## src/rtl/i_tx_if.sv

```systemverilog
// Transmit-chain bus: rate enables, symbol input and sample output.
// The module instance uses the slave modport; the stimulus side uses master.
interface i_tx_if;
    logic               sym_clk;
    logic               sam_clk;
    logic               clk_int;
    logic signed [17:0] data_in;
    logic signed [17:0] data_out;

    modport master (output sym_clk, sam_clk, clk_int, data_in, input data_out);
    modport slave  (input sym_clk, sam_clk, clk_int, data_in, output data_out);
endinterface

```

## src/rtl/i_tx.sv

```systemverilog
// x16 interpolating transmit chain: TXF (x4 shaping) -> HB1 (x2) -> HB2 (x2).
// Optional macro I_TX_SAT_EN saturates the final output instead of wrapping it.
module i_tx (
    input  logic   clk,
    input  logic   reset,
    i_tx_if.slave  bus
);
    localparam int AW   = 24;
    localparam int TAPS = 7;

    typedef logic signed [AW-1:0] acc_t;

    // Half-band kernel [-1,0,9,16,9,0,-1]; zero taps are not passed in.
    function automatic acc_t hb_sum(acc_t w0, acc_t w2, acc_t w3, acc_t w4, acc_t w6);
        return -w0 + ((w2 <<< 3) + w2) + (w3 <<< 4) + ((w4 <<< 3) + w4) - w6;
    endfunction

    // Stored taps hold the six previous samples; the incoming sample is tap 0.
    acc_t txf_q [TAPS-1];
    acc_t hb1_q [TAPS-1];
    acc_t hb2_q [TAPS-1];
    acc_t tx_y_q, tx_y_d;
    acc_t hb1_y_q, hb1_y_d;
    acc_t txf_in, hb1_in, hb2_in;
    acc_t txf_sum, hb2_res;
    logic signed [17:0] data_out_q, data_out_d;

    always_comb begin
        txf_in  = bus.sym_clk ? acc_t'(bus.data_in) : '0;
        hb1_in  = bus.sam_clk ? tx_y_q : '0;
        hb2_in  = bus.clk_int ? hb1_y_q : '0;

        // Shaping kernel [1,2,3,4,3,2,1].
        txf_sum = txf_in + (txf_q[0] <<< 1) + ((txf_q[1] <<< 1) + txf_q[1])
                + (txf_q[2] <<< 2) + ((txf_q[3] <<< 1) + txf_q[3])
                + (txf_q[4] <<< 1) + txf_q[5];
        tx_y_d  = txf_sum >>> 2;
        hb1_y_d = hb_sum(hb1_in, hb1_q[1], hb1_q[2], hb1_q[3], hb1_q[5]) >>> 4;
        hb2_res = hb_sum(hb2_in, hb2_q[1], hb2_q[2], hb2_q[3], hb2_q[5]) >>> 4;

`ifdef I_TX_SAT_EN
        if (hb2_res > 24'sd131071)
            data_out_d = 18'sh1FFFF;
        else if (hb2_res < -24'sd131072)
            data_out_d = 18'sh20000;
        else
            data_out_d = hb2_res[17:0];
`else
        data_out_d = hb2_res[17:0];
`endif
    end

`ifndef I_TX_SAT_EN
    logic unused_hi;
    assign unused_hi = ^hb2_res[AW-1:18];
`endif

    always_ff @(posedge clk) begin
        if (!reset) begin
            for (int k = 0; k < TAPS-1; k++) begin
                txf_q[k] <= '0;
                hb1_q[k] <= '0;
                hb2_q[k] <= '0;
            end
            tx_y_q     <= '0;
            hb1_y_q    <= '0;
            data_out_q <= '0;
        end else begin
            if (bus.sam_clk) begin
                txf_q[0] <= txf_in;
                for (int k = 1; k < TAPS-1; k++) txf_q[k] <= txf_q[k-1];
                tx_y_q <= tx_y_d;
            end
            if (bus.clk_int) begin
                hb1_q[0] <= hb1_in;
                for (int k = 1; k < TAPS-1; k++) hb1_q[k] <= hb1_q[k-1];
                hb1_y_q <= hb1_y_d;
            end
            // HB2 runs at full clk rate, so its line always shifts.
            hb2_q[0] <= hb2_in;
            for (int k = 1; k < TAPS-1; k++) hb2_q[k] <= hb2_q[k-1];
            data_out_q <= data_out_d;
        end
    end

    assign bus.data_out = data_out_q;
endmodule

```

## src/flat_wrapper.sv

```systemverilog
// flat-port wrapper written by rule: the top's interface ports become plain ports
module i_tx_flat 
  (clk, reset, bus_sym_clk, bus_sam_clk, bus_clk_int, bus_data_in, bus_data_out);
  i_tx_if bus_i ();
  input  logic clk;
  input  logic reset;
  input wire logic [$bits(bus_i.sym_clk)-1:0] bus_sym_clk;
  input wire logic [$bits(bus_i.sam_clk)-1:0] bus_sam_clk;
  input wire logic [$bits(bus_i.clk_int)-1:0] bus_clk_int;
  input wire logic [$bits(bus_i.data_in)-1:0] bus_data_in;
  output wire logic [$bits(bus_i.data_out)-1:0] bus_data_out;
  assign bus_i.sym_clk = bus_sym_clk;
  assign bus_i.sam_clk = bus_sam_clk;
  assign bus_i.clk_int = bus_clk_int;
  assign bus_i.data_in = bus_data_in;
  assign bus_data_out = bus_i.data_out;
  i_tx u_core (.clk(clk), .reset(reset), .bus(bus_i));
endmodule
```

## config.mk

```make
export PLATFORM = sky130hd
export DESIGN_NAME = i_tx_flat
export DESIGN_NICKNAME = d
export VERILOG_FILES = /design/src/rtl/i_tx_if.sv /design/src/rtl/i_tx.sv /design/src/flat_wrapper.sv
export SDC_FILE = /design/constraint.sdc
export NUM_CORES = 1
export LEC_CHECK = 0
export CAP_MARGIN = 25
export CORE_MARGIN = 3
export CORE_UTILIZATION = 45
export DETAILED_ROUTE_END_ITERATION = 8
export GPL_ROUTABILITY_DRIVEN = 1
export GPL_TIMING_DRIVEN = 0
export PLACE_DENSITY = 0.63
export SYNTH_ARGS = -nofsm -noshare
export SYNTH_HDL_FRONTEND = slang
export SYNTH_SLANG_ARGS = --single-unit
```

## constraint.sdc

```tcl
create_clock -name clk -period 6.2 [get_ports clk]
set_input_delay 1.86 -clock clk [delete_from_list [all_inputs] [get_ports clk]]
set_output_delay 1.86 -clock clk [all_outputs]
set_load 0.01 [all_outputs]
```

==> impl.org <==
** Logic synthesis
- In this run, synthesis inferred 240 flip-flops with an integrated enable.
- For this run, the leading register cell type out of synthesis is edfxtp_1.
- inv_1 is the most common cell in the netlist.
- Unique cell type count in the Yosys netlist :: 66
- Summing every instance area after synthesis gives between 20,000 and 30,000 µm².
- The biggest area contributor in the post-synthesis netlist is edfxtp_1.
- Of all flip-flops after synthesis, the portion carrying an async set or reset was 0.
- Syn_nets :: 2,634
- Synth top area share :: 0.283
- Synth Area per Inst :: 11.5 µm²
- Synthesis inferred 420 register bits.
- After technology mapping, the gate count stands at around 2,200.
- Proportion of synthesized chip area in sequential cells :: 0.425
- Most area-consuming cells after synthesis :: edfxtp_1 28%, fa_1 26%, dfxtp_1 14%
- Yosys printed 0 warnings.
- Most common library cells after synthesis :: 493 x inv_1, 326 x fa_1, 240 x edfxtp_1, 180 x dfxtp_1, 179 x and3_1

** Drt
- After detailed routing, the number of vias per cell comes to between 4 and 5.
- In the final routed layout, each cell accounts on average for 17.8 µm.
- In this run, the number of DRC markers left after iteration 0 of detailed routing was 840.
- Total number of vias :: 15,298
- Drc violations :: 0
- Post-Route WL :: 55.2 mm
- The detail route stage leaves a number of antenna-violating nets equal to 0.
- The pre-antenna-repair detailed-routing pass consisted of 5 iterations.

** Critical path
- Of all nets on the critical path, the largest fanout is 3.
- Reg-to-Reg End :: u_core.tx_y_q[17]$_SDFFE_PN0P_
- The worst setup path is captured at a flip-flop.
- Startpoint kind of the worst setup timing path :: primary input
- At the worst endpoint, the arrival time is 6570 ps.
- Worst-case reg-to-reg path depth :: 15
- Critical setup path kind :: in -> reg
- Across all register-to-register paths, the minimum setup slack is roughly 1300 ps.
- Startpoint of the most critical register-to-register path :: u_core.txf_q[1][2]$_SDFFCE_PN0P_
- Data on the critical path is required at its endpoint by about 6700 ps.

** Flow run
- MaxCap Viol Count :: 0

** Layout
- Share of cells above drive strength 1 :: 0.0701
- Cell area after layout :: 28,900 µm²
- FF/Latch Area :: 10,800 µm²
- Layout overhead on the synthesized area :: 13.8%
- Filler Cell Count :: 4,900
- The number of antenna diodes in the final layout is 0.
- Final Net Count :: 2,735
- The multi-input combinational cells in the finished layout cover a total of 12,800 µm².

** Clock tree
- The clock passes through at most 3 buffers.
- CTS sink count :: 420
- Hold buffer count at CTS :: 0
- Clock latency on the worst-skew pair :: 590 ps
- Number of buffers added by the clock tree synthesis step :: 46
- Number of H-tree branching levels :: 2
- Clock tree synthesis selected as its root buffer the cell clkbuf_16.
- CTS clk-pin slew, worst paths :: approximately 60 ps
- TritonCTS built the clock tree.

** Power
- Dividing total power by cell area gives a power density of 497 nW/µm².
- Leakage power :: 13.2 nW
- Across the VDD grid, the largest voltage drop is 0.297 mV.

** Timing
- Setup violations remaining at the end of the flow were counted as 0.
- Final worst path period need :: 6100 ps
- Setup repair after global routing could not meet its margin everywhere.
- At the pin with the least slew margin, the transition time is 895 ps.
- Period utilisation layout :: 0.985
- Maximum clock frequency :: 164 MHz
- In this run the tightest slew margin relative to its limit is 0.403.
- Slew Viols, Final :: 0
- Final Hold Violating Endpoints :: 0
- The clock arrives with approximately 26 ps of skew.
- Slack of the critical path :: approximately 95 ps

** Min path
- The worst hold path begins at u_core.hb2_q[0][7]$_SDFF_PN0_.
- The tightest min-delay check is of the reg -> reg type.
- Counting instances, the worst hold path has a depth of 1.
- Hold Crit Endpoint :: u_core.hb2_q[0][31]$_SDFF_PN0_

** Placement
- RePlAce Congestion :: 0.894
- Setup WS pre-CTS :: -1340 ps
- After detailed placement, the total cell area comes to 27,000 µm².
- Number of input and output port buffers inserted :: 38
- The HPWL after detailed placement is 43.1 mm.

** Die
- The total area inside the core boundary comes to roughly 56,000 µm².
- In this run the horizontal extent of the chip is 244 µm.
- Die boundary height :: 244 µm
- During I/O placement, the number of pins put on the boundary was 41.
- The die covers 59,400 µm².
- For this configuration, the core starts out at a cell density of 0.458.
- Std cell rows :: 86

** Global routing
- Total gr overflow :: 0
- Global-route wire length before repair :: roughly 90 mm
- The number of global-route vias before repair is around 16,000.
- Entering global routing, the biggest net connects 68 pins.
- The number of antenna violations at the first check in global routing was 3.
- Overall global routing resource usage :: 0.190

** Outcome
- The run finished with clean final reports.
[worst max-delay path by stage]
| stage | from | end | slack [ps] |
|---|---|---|---|
| 6_report | bus_data_in[4] | u_core.tx_y_q[17]$_SDFFE_PN0P_ | 100 |
| 5_1_grt | bus_data_in[4] | u_core.tx_y_q[17]$_SDFFE_PN0P_ | -80 |
| 4_1_cts | bus_data_in[2] | u_core.tx_y_q[17]$_SDFFE_PN0P_ | 8 |
| 3_5_place_dp | bus_sam_clk | u_core.hb1_y_q[18]$_SDFFE_PN0P_ | -1340 |
| 3_3_place_gp | bus_sam_clk | u_core.hb1_y_q[18]$_SDFFE_PN0P_ | -1270 |
| 2_1_floorplan | bus_sam_clk | u_core.hb1_y_q[18]$_SDFFE_PN0P_ | -210 |
[routing by layer]
layer  part of all wire  GRT usage  vias up
met2               0.51      0.337      283
li1                   -          -     7170
met4              0.033     0.0667        0
met3              0.039     0.0229       98
met5                  0          0        -
met1               0.42      0.239     7747
[timing repair]
action,in CTS,in global routing
endpoints found under the setup margin,22,18
setup buffers,3,12
pin swaps,7,33
cloned,0,0
resized for setup,24,36
[cells in the final DEF, fill, tap and decap left out, types with 12 or more instances in the layout]
master,instances
nand2_1,60
clkdlybuf4s50_1,35
mux2i_1,12
and2_1,153
nor2b_1,25
and3_1,179
o21ai_0,17
clkbuf_1,70
a21o_1,17
clkbuf_16,52
dfxtp_1,180
ha_1,64
buf_4,15
xnor2_1,49
xor2_1,14
edfxtp_1,240
inv_1,487
o21ai_1,21
fa_1,321
a21oi_1,43
nor2_1,109
o21a_1,12
[through the flow]
stage	setup TNS (ps)	instances	power, mW	hold WS, ps	utilization
floorplan	-226	2216	9.28	412	-
global placement	-238080	3002	10.8	415	0.484
detailed placement	-29120	3006	11.0	420	0.486
CTS	0	3095	14.2	406	0.518
global route	-98.6	3103	15.6	414	0.521
finish	0	3103	14.4	406	0.521
[sequential cells by signal, summed over array words and instances, names as in the netlist]
register / count
u_core.bus.data_out: 18
u_core.hb1_y_q: 20
u_core.hb1_q: 132
u_core.tx_y_q: 22
u_core.txf_q: 108
u_core.hb2_q: 120
[area by class of cell]
type                    count  area share
multi-input cells        1223       0.441
repair buffers             57      0.0200
inverters                 494      0.0643
flip-flops and latches    420       0.373
clock inverters            23     0.00886
well taps                 748      0.0323
plain buffers              75      0.0123
clock buffers              63      0.0481
[report_power, final]
part           internal (mW)  total (mW)  switching, mW  leakage, nW
registers               3.24        3.40          0.160         4.12
clock network           1.76        2.94           1.18        0.811
logic                   3.69        8.04           4.35         8.22
total                   8.69        14.4           5.70         13.2
[cell families (layout without fill, tap and decap cells)]
family	Yosys count	after routing	synth area share
simple gates	583	583	0.128
fa+ha+maj	395	395	0.291
flops	420	420	0.425
buf+inv	573	712	0.0846
mux	13	13	0.00512
xor+xnor	63	63	0.0217
compound gates	169	169	0.0447
[critical path, stage by stage]
cell and delay [ps]:
clkdlybuf4s50_1 450, nand2_1 80, fa_1 490, inv_1 60, fa_1 480, fa_1 490
inv_1 50, fa_1 470, inv_1 70, fa_2 400, a211oi_2 260, nor2_2 80
o31ai_2 210, buf_4 170, a21oi_4 60, a31o_4 290, a31oi_4 150, mux2i_2 120
a311o_1 330
No activity file was read; power rests on OpenSTA's default activity.
